### config.mk
export PLATFORM = sky130hd
export DESIGN_NAME = alu_flag_ctrl
export DESIGN_NICKNAME = d
export VERILOG_FILES = /design/src/rtl/alu_flag_ctrl_pkg.sv /design/src/rtl/alu_flag_ctrl_flag_lifo.sv /design/src/rtl/alu_flag_ctrl.sv
export SDC_FILE = /design/constraint.sdc
export NUM_CORES = 1
export LEC_CHECK = 0
export BUFFER_PORTS_ARGS = -buffer_cell sky130_fd_sc_hd__buf_2
export CAP_MARGIN = 30
export CORE_MARGIN = 5
export CORE_UTILIZATION = 50
export CTS_BUF_LIST = sky130_fd_sc_hd__clkbuf_8 sky130_fd_sc_hd__clkbuf_16
export DETAILED_ROUTE_END_ITERATION = 12
export GPL_TIMING_DRIVEN = 0
export HOLD_SLACK_MARGIN = 0.12
export PLACE_DENSITY = 0.8
export SLEW_MARGIN = 20
export SYNTH_ARGS = -nofsm -noshare
export SYNTH_HDL_FRONTEND = slang
export SYNTH_HIERARCHICAL = 1
export SYNTH_SLANG_ARGS = --single-unit
### constraint.sdc
create_clock -name clk -period 1.7 [get_ports clk]
set_input_delay 0.17 -clock clk [delete_from_list [all_inputs] [get_ports clk]]
set_output_delay 0.17 -clock clk [all_outputs]
set_load 0.03 [all_outputs]
### src/rtl/alu_flag_ctrl_pkg.sv
// -----------------------------------------------------------------------------
// alu_flag_ctrl_pkg
// Shared definitions for the condition-code register (CCR) controller:
//   - flag bit positions inside the CCR
//   - jump condition encodings as seen on jmp_cond
//   - default CCR width
// -----------------------------------------------------------------------------
package alu_flag_ctrl_pkg;

    // Default CCR width: Z, N, C plus two reserved pass-through bits.
    localparam int FLAG_W_DEFAULT = 5;

    // Flag bit positions inside the CCR.
    localparam int FLAG_Z = 0;
    localparam int FLAG_N = 1;
    localparam int FLAG_C = 2;

    // Jump condition encodings.
    typedef enum logic [1:0] {
        JMP_UNCOND = 2'b00,
        JMP_Z      = 2'b01,
        JMP_N      = 2'b10,
        JMP_C      = 2'b11
    } jmp_cond_e;

endpackage : alu_flag_ctrl_pkg

### src/rtl/alu_flag_ctrl_flag_lifo.sv
// -----------------------------------------------------------------------------
// alu_flag_ctrl_flag_lifo
// DEPTH-entry LIFO holding saved CCR values across interrupt entry / RTI.
// The pointer saturates at 0 and DEPTH; it never wraps.
//
// Ports:
//   clk       in   rising-edge clock
//   rst       in   synchronous active-high reset (clears pointer and entries)
//   push      in   store din on top of the stack (dropped when full)
//   pop       in   remove the top entry (ignored when empty)
//   din       in   FLAG_W value to push
//   dout      out  current top entry (entry sp-1); zero when empty
//   full      out  stack holds DEPTH entries
//   empty     out  stack holds no entries
//   overflow  out  push attempted while full (single-cycle pulse)
//   underflow out  pop attempted while empty (single-cycle pulse)
// -----------------------------------------------------------------------------
module alu_flag_ctrl_flag_lifo
    import alu_flag_ctrl_pkg::*;
#(
    parameter int FLAG_W = FLAG_W_DEFAULT,
    parameter int DEPTH  = 4,
    parameter int PTR_W  = 3
) (
    input  logic              clk,
    input  logic              rst,
    input  logic              push,
    input  logic              pop,
    input  logic [FLAG_W-1:0] din,
    output logic [FLAG_W-1:0] dout,
    output logic              full,
    output logic              empty,
    output logic              overflow,
    output logic              underflow
);

    logic [FLAG_W-1:0] mem [DEPTH];
    logic [PTR_W-1:0]  sp;

    // Flags decode straight from the registered pointer, so they never glitch.
    assign full      = (sp == PTR_W'(DEPTH));
    assign empty     = (sp == '0);
    assign overflow  = push & full;
    assign underflow = pop & empty;

    // Top-of-stack read. The loop selects entry sp-1 without ever forming an
    // out-of-range index when sp is 0.
    always_comb begin
        dout = '0;
        for (int i = 0; i < DEPTH; i++) begin
            if (PTR_W'(i + 1) == sp) begin
                dout = mem[i];
            end
        end
    end

    // NOTE: the storage array is reset along with the pointer because the
    // saved entries must read back as zero after reset; this keeps it in
    // flops rather than a RAM macro, which is fine at this depth.
    always_ff @(posedge clk) begin
        if (rst) begin
            sp <= '0;
            for (int i = 0; i < DEPTH; i++) begin
                mem[i] <= '0;
            end
        end else if (push && !full) begin
            for (int i = 0; i < DEPTH; i++) begin
                if (PTR_W'(i) == sp) begin
                    mem[i] <= din;
                end
            end
            sp <= sp + 1'b1;
        end else if (pop && !empty) begin
            sp <= sp - 1'b1;
        end
    end

endmodule : alu_flag_ctrl_flag_lifo

### src/rtl/alu_flag_ctrl.sv
// -----------------------------------------------------------------------------
// alu_flag_ctrl
// Owns the condition-code register that feeds the ALU flag input. Captures
// ALU flag writes, resolves conditional jumps against forwarded flags
// (clearing the tested flag on a taken conditional jump), and saves/restores
// the CCR through a small LIFO on interrupt entry and RTI.
//
// Ports:
//   clk          in   rising-edge clock
//   rst          in   synchronous active-high reset
//   stall        in   freezes all state; forces jmp_taken low
//   flag_we      in   EX-stage instruction writes flags this cycle
//   alu_flags    in   ALU flag output (FLAG_W)
//   ccr          out  registered CCR (FLAG_W), drives the ALU flag input
//   jmp_valid    in   a jump is being resolved this cycle
//   jmp_cond     in   00 uncond, 01 JZ, 10 JN, 11 JC
//   jmp_taken    out  combinational jump decision
//   int_save     in   push CCR (interrupt entry)
//   rti_restore  in   pop into CCR (RTI)
//   stack_empty  out  LIFO holds no entries
//   stack_full   out  LIFO holds DEPTH entries
//   err          out  sticky overflow / underflow / save+restore collision
// -----------------------------------------------------------------------------
module alu_flag_ctrl
    import alu_flag_ctrl_pkg::*;
#(
    parameter int FLAG_W = FLAG_W_DEFAULT,
    parameter int DEPTH  = 4,
    parameter int PTR_W  = 3
) (
    input  logic              clk,
    input  logic              rst,
    input  logic              stall,
    input  logic              flag_we,
    input  logic [FLAG_W-1:0] alu_flags,
    output logic [FLAG_W-1:0] ccr,
    input  logic              jmp_valid,
    input  logic [1:0]        jmp_cond,
    output logic              jmp_taken,
    input  logic              int_save,
    input  logic              rti_restore,
    output logic              stack_empty,
    output logic              stack_full,
    output logic              err
);

    logic [FLAG_W-1:0] eff;
    logic [FLAG_W-1:0] clr_mask;
    logic [FLAG_W-1:0] normal_next;
    logic [FLAG_W-1:0] ccr_next;
    logic [FLAG_W-1:0] lifo_top;
    logic              cond_hit;
    logic              collide;
    logic              do_push;
    logic              do_pop;
    logic              lifo_ovf;
    logic              lifo_unf;
    logic              err_set;
    jmp_cond_e         cond;

    assign cond = jmp_cond_e'(jmp_cond);

    // Flags forwarded from the instruction in EX, so a jump in the same cycle
    // sees the value the write is about to commit.
    assign eff = flag_we ? alu_flags : ccr;

    // NOTE: every combinational output gets a default first, so no path
    // through the case can leave a signal unassigned and infer a latch.
    always_comb begin
        cond_hit = 1'b0;
        clr_mask = '0;
        case (cond)
            JMP_UNCOND: cond_hit = 1'b1;
            JMP_Z: begin
                cond_hit         = eff[FLAG_Z];
                clr_mask[FLAG_Z] = 1'b1;
            end
            JMP_N: begin
                cond_hit         = eff[FLAG_N];
                clr_mask[FLAG_N] = 1'b1;
            end
            JMP_C: begin
                cond_hit         = eff[FLAG_C];
                clr_mask[FLAG_C] = 1'b1;
            end
            default: ;
        endcase
    end

    assign jmp_taken = jmp_valid & ~stall & cond_hit;

    // Unconditional jumps leave clr_mask at zero, and reserved bits are never
    // in the mask, so they always pass through.
    assign normal_next = jmp_taken ? (eff & ~clr_mask) : eff;

    // A simultaneous save and restore is rejected outright: neither the stack
    // nor the restore path moves, only the normal flag/jump path applies.
    assign collide = int_save & rti_restore;
    assign do_push = ~stall & int_save & ~rti_restore;
    assign do_pop  = ~stall & rti_restore & ~int_save;

    // A successful restore overrides the flag write and any jump clear.
    assign ccr_next = (do_pop && !stack_empty) ? lifo_top : normal_next;

    assign err_set = ~stall & (collide | lifo_ovf | lifo_unf);

    // Saves capture eff: the post-write value, before any jump clear.
    alu_flag_ctrl_flag_lifo #(
        .FLAG_W (FLAG_W),
        .DEPTH  (DEPTH),
        .PTR_W  (PTR_W)
    ) u_lifo (
        .clk       (clk),
        .rst       (rst),
        .push      (do_push),
        .pop       (do_pop),
        .din       (eff),
        .dout      (lifo_top),
        .full      (stack_full),
        .empty     (stack_empty),
        .overflow  (lifo_ovf),
        .underflow (lifo_unf)
    );

    // NOTE: state registers use non-blocking assignments so every flop samples
    // the pre-edge values regardless of statement order.
    always_ff @(posedge clk) begin
        if (rst) begin
            ccr <= '0;
            err <= 1'b0;
        end else if (!stall) begin
            ccr <= ccr_next;
            if (err_set) begin
                err <= 1'b1;
            end
        end
    end

endmodule : alu_flag_ctrl

# Yosys cells after proc, flatten, opt, wreduce, memory -nomap -nowiden
# Memories as Yosys holds them, arrays and structs flattened.
# Index checks and enable logic that the tools add are counted.
totals:
  register_bits: 9
  mem_bits_rw: 20
  in_bits: 14
  output_inout_bits: 9
  word_cells: 78
  n_memories: 1
op_classes:
  addsub: 2
  n_eq_ne: 8
  n_mux: 35
  bitwise: 21
  reduce_logical: 8
memory_table:
  columns: ["memory", "words", "width", "read_ports", "rd_ports_with_merged_regs", "wr", "line_no", "rtl"]
  rows:
  - ["u_lifo.mem", 4, 5, 4, 0, 4, "alu_flag_ctrl_flag_lifo.sv:37", "logic [FLAG_W-1:0] mem [DEPTH];"]
op_table:
  columns: ["op", "count"]
  rows:
  - ["5-bit 2-to-1 mux", 11]
  - ["1-bit 2-to-1 mux", 21]
  - ["1-bit AND", 10]
  - ["2-bit by 3-bit equality test with 1-bit output, first input constant", 2]
  - ["3-bit 2-to-1 mux", 2]
  - ["1-bit bitwise OR", 6]
  - ["5-bit AND", 1]
  - ["3-bit inverter with 5-bit output", 1]
  - ["2-bit equality test, second input constant", 2]
  - ["1-bit case mux with 4 select lines", 1]
  - ["3-bit by 1-bit adder with 3-bit output, second input constant", 1]
  - ["1-bit by 3-bit equality test with 1-bit output, first input constant", 1]
  - ["3-bit equality test, first input constant", 1]
  - ["3-bit equality test, second input constant", 1]
  - ["3-bit logical NOT", 1]
  - ["1-bit inverter", 3]
  - ["3-bit by 1-bit subtractor with 3-bit output, second input constant", 1]
  - ["2-bit by 1-bit equality test with 1-bit output, second input constant", 1]
  - ["1-bit logical AND", 2]
  - ["1-bit logical NOT", 2]
  - ["2-bit logical NOT", 1]
  - ["2-bit AND reduction", 1]
  - ["2-bit nonzero test", 1]

# Depth between registers and ports, before layout
# Gate-level depths: netlist of run 1.
logic_depth:
  word_depth: 8
  depth_mapped: 10
  mapped_depth_nobuf: 9

# Modules after synthesis
# The synthesis of run 1 kept the hierarchy.
modules_own_cells:
  columns: ["mod", "n_inst", "cells_each", "area_each_um2", "seq_area_each_um2"]
  rows:
  - ["alu_flag_ctrl_flag_lifo", 1, 126, 1285.0, 660.6]
  - ["alu_flag_ctrl", 1, 50, 414.1, 120.1]

# Worst setup path after synthesis of run 1
# OpenSTA, ideal clock, no wires.
synth_timing:
  path_kind: "reg-to-reg"
  start: "register u_lifo.sp[2]"
  end: "register ccr[0]"
  setup_time_ps: 70
  arrival_ps: 1625
  t_required_ps: 1630
  path_slack_ps: 5
  stages_incl_launch_ff: 10
  path_buffers: 1
  synth_period_minus_slack_ps: 1695
  path_cell_list: "dfxtp_1 -> buf_2 -> inv_1 -> ha_1 -> nor2_1 -> a221oi_1 -> nor2_1 -> nor2_1 -> a221o_1 -> a21oi_1"
synth_between:
  elab_chain_cells: 6
  elab_cells_between_ends: 12
  classes_between: "eq/ne: 4; mux: 5; reduce/logical: 3"
synth_lines:
  columns: ["element", "line_no", "rtl"]
  rows:
  - ["start: declaration", "alu_flag_ctrl_flag_lifo.sv:38", "logic [PTR_W-1:0] sp;"]
  - ["start signal: assignment", "alu_flag_ctrl_flag_lifo.sv:72", "sp <= sp + 1'b1;"]
  - ["start signal: assignment", "alu_flag_ctrl_flag_lifo.sv:74", "sp <= sp - 1'b1;"]
  - ["1-bit by 3-bit equality test with 1-bit output", "alu_flag_ctrl_flag_lifo.sv:51", "if (PTR_W'(i + 1) == sp) begin"]
  - ["5-bit 2-to-1 mux (3 in series)", "alu_flag_ctrl_flag_lifo.sv:51", null]
  - ["5-bit 2-to-1 mux (*)", "alu_flag_ctrl_flag_lifo.sv:51", null]
  - ["named net lifo_top[0]", "alu_flag_ctrl.sv:51", "logic [FLAG_W-1:0] lifo_top;"]
  - ["5-bit 2-to-1 mux (*)", "alu_flag_ctrl.sv:103", "assign ccr_next = (do_pop && !stack_empty) ? lifo_top : normal_next;"]
  - ["end signal: assignment", "alu_flag_ctrl.sv:132", "ccr <= ccr_next;"]
  - ["end: declaration", "alu_flag_ctrl.sv:36", "output logic [FLAG_W-1:0] ccr,"]
# Mark *: on every way through the listed nets, which the timed path passes. The rest lies on a longest branch.
# A chain may end at the register's enable or synchronous reset.

# Final worst setup path of run 1
layout_timing:
  start: "register u_lifo.sp[1]"
  end: "register ccr[0]"
# Same word-level chain as after synthesis.

==> results of run 1 <==
-- flip-flops by register name, summed over array words and instances (netlist names) --
register / flops
u_lifo/sp: 3
u_lifo/mem: 20
err: 1
ccr: 5
-- cell usage after synthesis, types with 3 or more instances --
master / count / area (um2)
a221oi_1: 5 / 43.8
inv_1: 6 / 22.5
nand2_1: 15 / 56.3
a21oi_1: 5 / 25.0
nor2_1: 26 / 97.6
edfxtp_1: 20 / 601
mux2_2: 3 / 33.8
and2_1: 22 / 138
o22ai_1: 3 / 18.8
dfxtp_1: 9 / 180
o21ai_0: 9 / 45.0
ha_1: 6 / 75.1
o21ai_1: 4 / 20.0
buf_2: 3 / 15.0
nand2b_1: 5 / 31.3
nor3_1: 4 / 20.0
-- worst max-delay path, stage by stage (launching register included) --
cell and delay, ns:
dfxtp_4 0.38, ha_4 0.17, ha_4 0.18, buf_12 0.13, a221oi_2 0.27, nor2_1 0.09
nor2_1 0.12, a221o_1 0.16, a21oi_1 0.04
-- logic make-up after synthesis --
family          count (synthesis)
xor+xnor                        1
fa+ha+maj                       6
buf+inv                        12
simple gates                   87
mux                             6
flops                          29
compound gates                 35
-- metrics by stage --
stage / util / setup TNS, ns / total power (W) / hold WS (ns)
after global placement: 0.564 / -1.35 / 0.00115 / 0.450
after detailed placement: 0.564 / -1.50 / 0.00115 / 0.456
after floorplan: - / 0 / 0.00105 / 0.242
after global routing: 0.682 / -0.115 / 0.00206 / 0.237
after CTS: 0.647 / -0.00631 / 0.00191 / 0.204
final: 0.682 / 0 / 0.00196 / 0.241
-- power groups by stage --
stage,combinational [W],sequential [W],clock [W]
6_report,0.000427,0.000818,0.000721
5_1_grt,0.000460,0.000821,0.000776
4_1_cts,0.000371,0.000811,0.000730
3_5_place_dp,0.000330,0.000823,0
3_3_place_gp,0.000325,0.000822,0
2_1_floorplan,0.000209,0.000843,0
-- placed cells by master, fill, tap and decap left out, drive strengths merged, types with 3 or more instances in the layout --
| cell | count |
|---|---|
| nor2 | 26 |
| clkbuf | 6 |
| nor2b | 3 |
| nand2 | 16 |
| inv | 8 |
| o21ai | 13 |
| buf | 35 |
| nor3 | 4 |
| edfxtp | 20 |
| dfxtp | 9 |
| a21oi | 5 |
| ha | 6 |
| and2 | 22 |
| a221oi | 5 |
| nand2b | 5 |
| mux2 | 5 |
| o22ai | 4 |
| nor3b | 3 |
-- metal layers --
| metal | wire, um | vias to the layer above |
|---|---|---|
| met5 | 0 | - |
| met4 | 75 | 0 |
| met3 | 254 | 7 |
| met2 | 2210 | 53 |
| met1 | 1690 | 669 |
| li1 | - | 698 |
-- worst min path at each step --
stage               start  slack (ns)  endpoint
floorplan             rst        0.24       err
global placement      err        0.45       err
detailed placement    err        0.46       err
CTS                   rst        0.20       err
global route          rst        0.24       err
finish                rst        0.24       err
-- cell type report --
class | instances | area (um2)
fill | 252 | 1050
clock buffer | 6 | 82.6
sequential | 29 | 788
timing repair buffer | 31 | 190
multi-input combinational | 135 | 1030
clock inverter | 2 | 33.8
tap | 46 | 57.6
buffer | 4 | 38.8
inverter | 7 | 36.3
-- repair_timing --
item,4_1_cts,5_1_grt
buffers inserted,4,5
pin swaps,7,10
cloned,0,0
gates resized for setup,31,21
setup endpoints to repair,7,12
==> run summary, run 1 <==
* site row count: 21
* clock net sink count: 29
* area enclosed by the die boundary: 4660 um2
* WL per Instance: 16.3 um
* count of input and output buffers: 22
* number of max-cap violations: 0
* final WL: 4240 um
* Post-Synthesis Mean Instance Area: 9.65 um2
* number of nets in the finished design: 233
* fraction of layout cells with a size suffix above 1: 0.364
* count of different cell masters after synthesis: 40
* final number of max-transition violations: 0
* #FFs+latches synth: 29
* main combinational cell family by area after synthesis: simple AND/OR/NAND/NOR gates
* worst hold path stage count: 2
* area after detailed placement: 1870 um2
* kind of start point of the critical path: register
* IR drop worst, VDD: 0.000593 V
* grt met1 use: 0.235
* total CTS buffers: 5
* CTS max path bufs: 2
* vertical die dimension: 68.3 um
* Finish-stage setup viols: 0
* DR vias/cell: 5.49
* CP Max Fanout: 5
* data arrival time at the worst-slack endpoint: 1.84 ns
* CTS Hold Buffers Added: 0
* area share of xor/xnor cells in the synthesized design: 0.00515
* level count of the clock H-tree: 2
* GRT Resource Usage Total: 0.196
* routed via count: 1,427
* unrepaired setup endpoints after global routing: true
* sequential fraction of the synthesis area: 0.459
* setup slack of the critical path after layout: 0.0277 ns
* count of antenna diodes in the layout: 0
* combinational power share: 0.217
* number of violations reported at the end of detailed-routing iteration 0: 96
* number of enable flip-flop cells after synthesis: 20
* capturing element type of the critical path: register
* met3 layer usage reported by global route: 0.0525
* tightest slew margin relative to the limit: 0.459
* DRT antenna net count: 0
* most utilized layer in the global route result: met2
* global-route met2 utilization: 0.342
* Post-DP HPWL: 2750 um
* reg-to-reg startpoint: u_lifo/sp[1]
* number of warnings reported in the yosys synthesis log: 6
* Register-to-Register Path Depth: 8
* worst setup slack after placement: -0.324 ns
* mux share of post-synthesis cell area: 0.0434
* number of global-route vias before repair: 1,415
* Hold WC Path Type: in2reg
* DRC violation count after routing: 0
* non-filler instance count after layout: 260
* Placed Cells: 244
* detailed-routing iteration count for the pre-antenna-repair pass: 4
* worst path required time: 1.86 ns
* cell area after synthesis: 1700 um2
* actual transition at the worst max-transition pin: 0.810 ns
* Internal Power: 0.00143 W
* worst setup slack for register-to-register paths: 0.03 ns
* Initial Util: 0.513
* Placeable Area: 3310 um2
* Main synth FF type: edfxtp_1
* compound-gate portion of the synthesized area: 0.138
* sw frac: 0.270
* share of total power in the clock network: 0.367
* end point of the critical path: ccr[0]
* die width: 68.3 um
* Tmin final: 1.67 ns
* final hold violation count: 0
* Congestion Overflow GR: 0
* area fraction in and, or, nand and nor cells after synthesis: 0.272
* post-synthesis cell count: 176
* kind of critical path: reg2reg
* initial antenna violation count: 0
* maximum clock rate: 0.598 GHz
* Non-Filler Cell Area, Final: 2260 um2
* R2R Path End: ccr[0]
* maximum number of pins on one net before global-route repair: 12
* IO Pins: 23
* CTS tree: done
* net count after synthesis: 196
* Worst Skew: 0.00955 ns
* Clk pin slew, worst setup/hold paths: 0.06 ns
* synthesis-to-layout area growth: 32.8%
* first-pass GRT wire length: 6600 um
* fin crit share: 0.984
* status: complete, no violations
* CP Launch Point: u_lifo/sp[1]
* power density normalized to cell area: 870 nW/um2
* fraction of the mapped netlist area in adder cells: 0.0442
* sequential fraction of design power: 0.416
* GPL Wtd Cong: 0.838
* clock root buffer: clkbuf_8
* reported leakage power: 0.935 nW
* Clk Latency, worst-skew pair: 0.28 ns
* sw power: 0.000531 W
* async set-reset flop share out of synthesis: 0
(Power assumes the default switching activity.)
==> run 2, diff against run 1 <==
Settings changed: CORE_UTILIZATION 50 to 43, PLACE_DENSITY 0.8 to 0.71.
==> run 2 against run 1 <==
Net effect:
- die area grew 14%
- clock-buffer cell count fell by 1
- flip-flop and latch count is the same
- sequential share of layout area increased by 1.5 points
- critical path type unchanged
- largest cell class unchanged
- largest power group unchanged
- highest routed layer unchanged
==> run summary, run 2 (same netlist as run 1, synthesis figures left out) <==
* Post-DP HPWL: 2570 um
* DR vias/cell: 5.13
* Hold WC Path Type: in2reg
* IO Pins: 23
* sequential fraction of design power: 0.466
* WL per Instance: 13.8 um
* vertical die dimension: 72.9 um
* Placeable Area: 3740 um2
* sw frac: 0.296
* Worst Skew: 0.00320 ns
* synthesis-to-layout area growth: 27.5%
* reported leakage power: 0.884 nW
* clock root buffer: clkbuf_8
* CTS Hold Buffers Added: 0
* reg-to-reg startpoint: u_lifo/sp[1]
* footprint of the multi-input gates: 997 um2
* R2R Path End: ccr[0]
* final hold violation count: 0
* kind of critical path: reg2reg
* number of nets in the finished design: 230
* die width: 72.9 um
* worst setup slack for register-to-register paths: 0.08 ns
* number of violations reported at the end of detailed-routing iteration 0: 30
* tightest slew margin relative to the limit: 0.519
* worst path required time: 1.92 ns
* Initial Util: 0.454
* first-pass GRT wire length: 5910 um
* worst min-delay path endpoint: err
* highest-count cells in the layout ignoring fill and taps: 24 x nor2_1, 23 x buf_2, 22 x and2_1
* share of total power in the clock network: 0.311
* total CTS buffers: 5
* routed via count: 1,328
* area used by sequential logic in the layout: 788 um2
* capturing element type of the critical path: register
* Placed Cells: 246
* most common library cell in the layout ignoring fill and taps: nor2_1
* Congestion Overflow GR: 0
* summed negative setup slack over all endpoints: 0 ns
* initial antenna violation count: 0
* power density normalized to cell area: 806 nW/um2
* number of max-cap violations: 0
* Tmin final: 1.62 ns
* biggest cell delay along the critical path: 0.38 ns
* Register-to-Register Path Depth: 8
* fraction of layout cells with a size suffix above 1: 0.351
* final WL: 3570 um
* kind of start point of the critical path: register
* leading registers by flop count: u_lifo/mem: 20 flops, ccr: 5 flops, u_lifo/sp: 3 flops
* GRT Resource Usage Total: 0.147
* sw power: 0.000516 W
* combinational power share: 0.222
* CTS tree: done
* DRT antenna net count: 0
* overall power consumption: 0.00175 W
* CP Launch Point: u_lifo/sp[1]
* non-filler instance count after layout: 259
* Hold Worst Slack: 0.214 ns
* worst hold path stage count: 2
* maximum number of pins on one net before global-route repair: 12
* number of flip-flops in the largest register: 20
* final number of max-transition violations: 0
* crit path cell chain: ha_4 > ha_4 > nor2_4 > a221oi_2 > nor2_1 > nor2_1 > a221o_1 > a21oi_2
* DRC violation count after routing: 0
* Internal Power: 0.00123 W
* count of antenna diodes in the layout: 0
* status: complete, no violations
* Worst path slowest cell: dfxtp_4
* CTS max path bufs: 2
* fill cell total of the finished layout: 339
* area enclosed by the die boundary: 5310 um2
* Biggest register: u_lifo/mem
* Clk Latency, worst-skew pair: 0.28 ns
* data arrival time at the worst-slack endpoint: 1.84 ns
* actual transition at the worst max-transition pin: 0.720 ns
* IR drop worst, VDD: 0.000672 V
* GPL Wtd Cong: 0.896
* count of input and output buffers: 22
* clock net sink count: 29
* CP Max Fanout: 6
* maximum clock rate: 0.617 GHz
* level count of the clock H-tree: 2
* number of global-route vias before repair: 1,257
* unrepaired setup endpoints after global routing: true
* detailed-routing iteration count for the pre-antenna-repair pass: 4
* Clk pin slew, worst setup/hold paths: 0.06 ns
* Finish-stage setup viols: 0
* site row count: 22
* hold_sp: rst
* fin crit share: 0.954
## run 2: cell count changes in the layout (fill, tap and decap cells not counted), sizes merged
| cell | before | now |
|---|---|---|
| clkinvlp | 0 | 1 |
| bufinv | 1 | 0 |
| clkbuf | 6 | 5 |
| buf | 35 | 32 |
| clkinv | 0 | 2 |
| inv | 8 | 7 |
## run 2: what timing repair did
action	4_1_cts	5_1_grt
setup endpoints to repair	7	7
buffers inserted	0	5
pin swaps	3	13
gates cloned	0	0
resized for setup	23	25
## run 2: power groups by stage
stage,registers (W),logic [W],clock network (W)
after floorplan,0.000843,0.000209,0
after detailed placement,0.000824,0.000325,0
final,0.000815,0.000388,0.000543
after global placement,0.000822,0.000322,0
after global routing,0.000819,0.000428,0.000599
after CTS,0.000810,0.000352,0.000567
## run 2: through the flow
step           worst slack, ns  cell area [um2]  utilization
5_1_grt                -0.0140             2170        0.579
3_5_place_dp            -0.264             1870        0.499
2_1_floorplan          0.00499             1700            -
3_3_place_gp            -0.285             1870        0.499
6_report                0.0788             2170        0.579
4_1_cts                0.00688             2040        0.544
## run 2: routing by layer
metal,vias to the layer above,track usage,routed length [um]
met5,-,0,0
met1,605,0.193,1760
met3,6,0.0441,166
li1,689,-,-
met2,28,0.218,1580
met4,0,0.0738,65
## run 2: critical path: cells and delay by family (launching register included)
family	cells	cell delay [ns]
AO/OA/AOI/OAI	3	0.48
flip-flops	1	0.38
adder cells (fa/ha/maj)	2	0.37
AND/OR/NAND/NOR	3	0.34
## run 2: area by class of cell
class / count / area share
Clock inverter: 3 / 0.00809
Sequential cell: 29 / 0.364
Multi-Input combinational cell: 135 / 0.460
Buffer: 5 / 0.0231
Clock buffer: 5 / 0.0318
Timing Repair Buffer: 27 / 0.0682
Inverter: 7 / 0.0168
Tap cell: 48 / 0.0277
## run 2: worst max path at each step
stage | end | cells past startpoint
2_1_floorplan | ccr[0] | 9
5_1_grt | ccr[0] | 8
6_report | ccr[0] | 8
4_1_cts | ccr[0] | 8
3_3_place_gp | ccr[2] | 8
3_5_place_dp | ccr[1] | 8
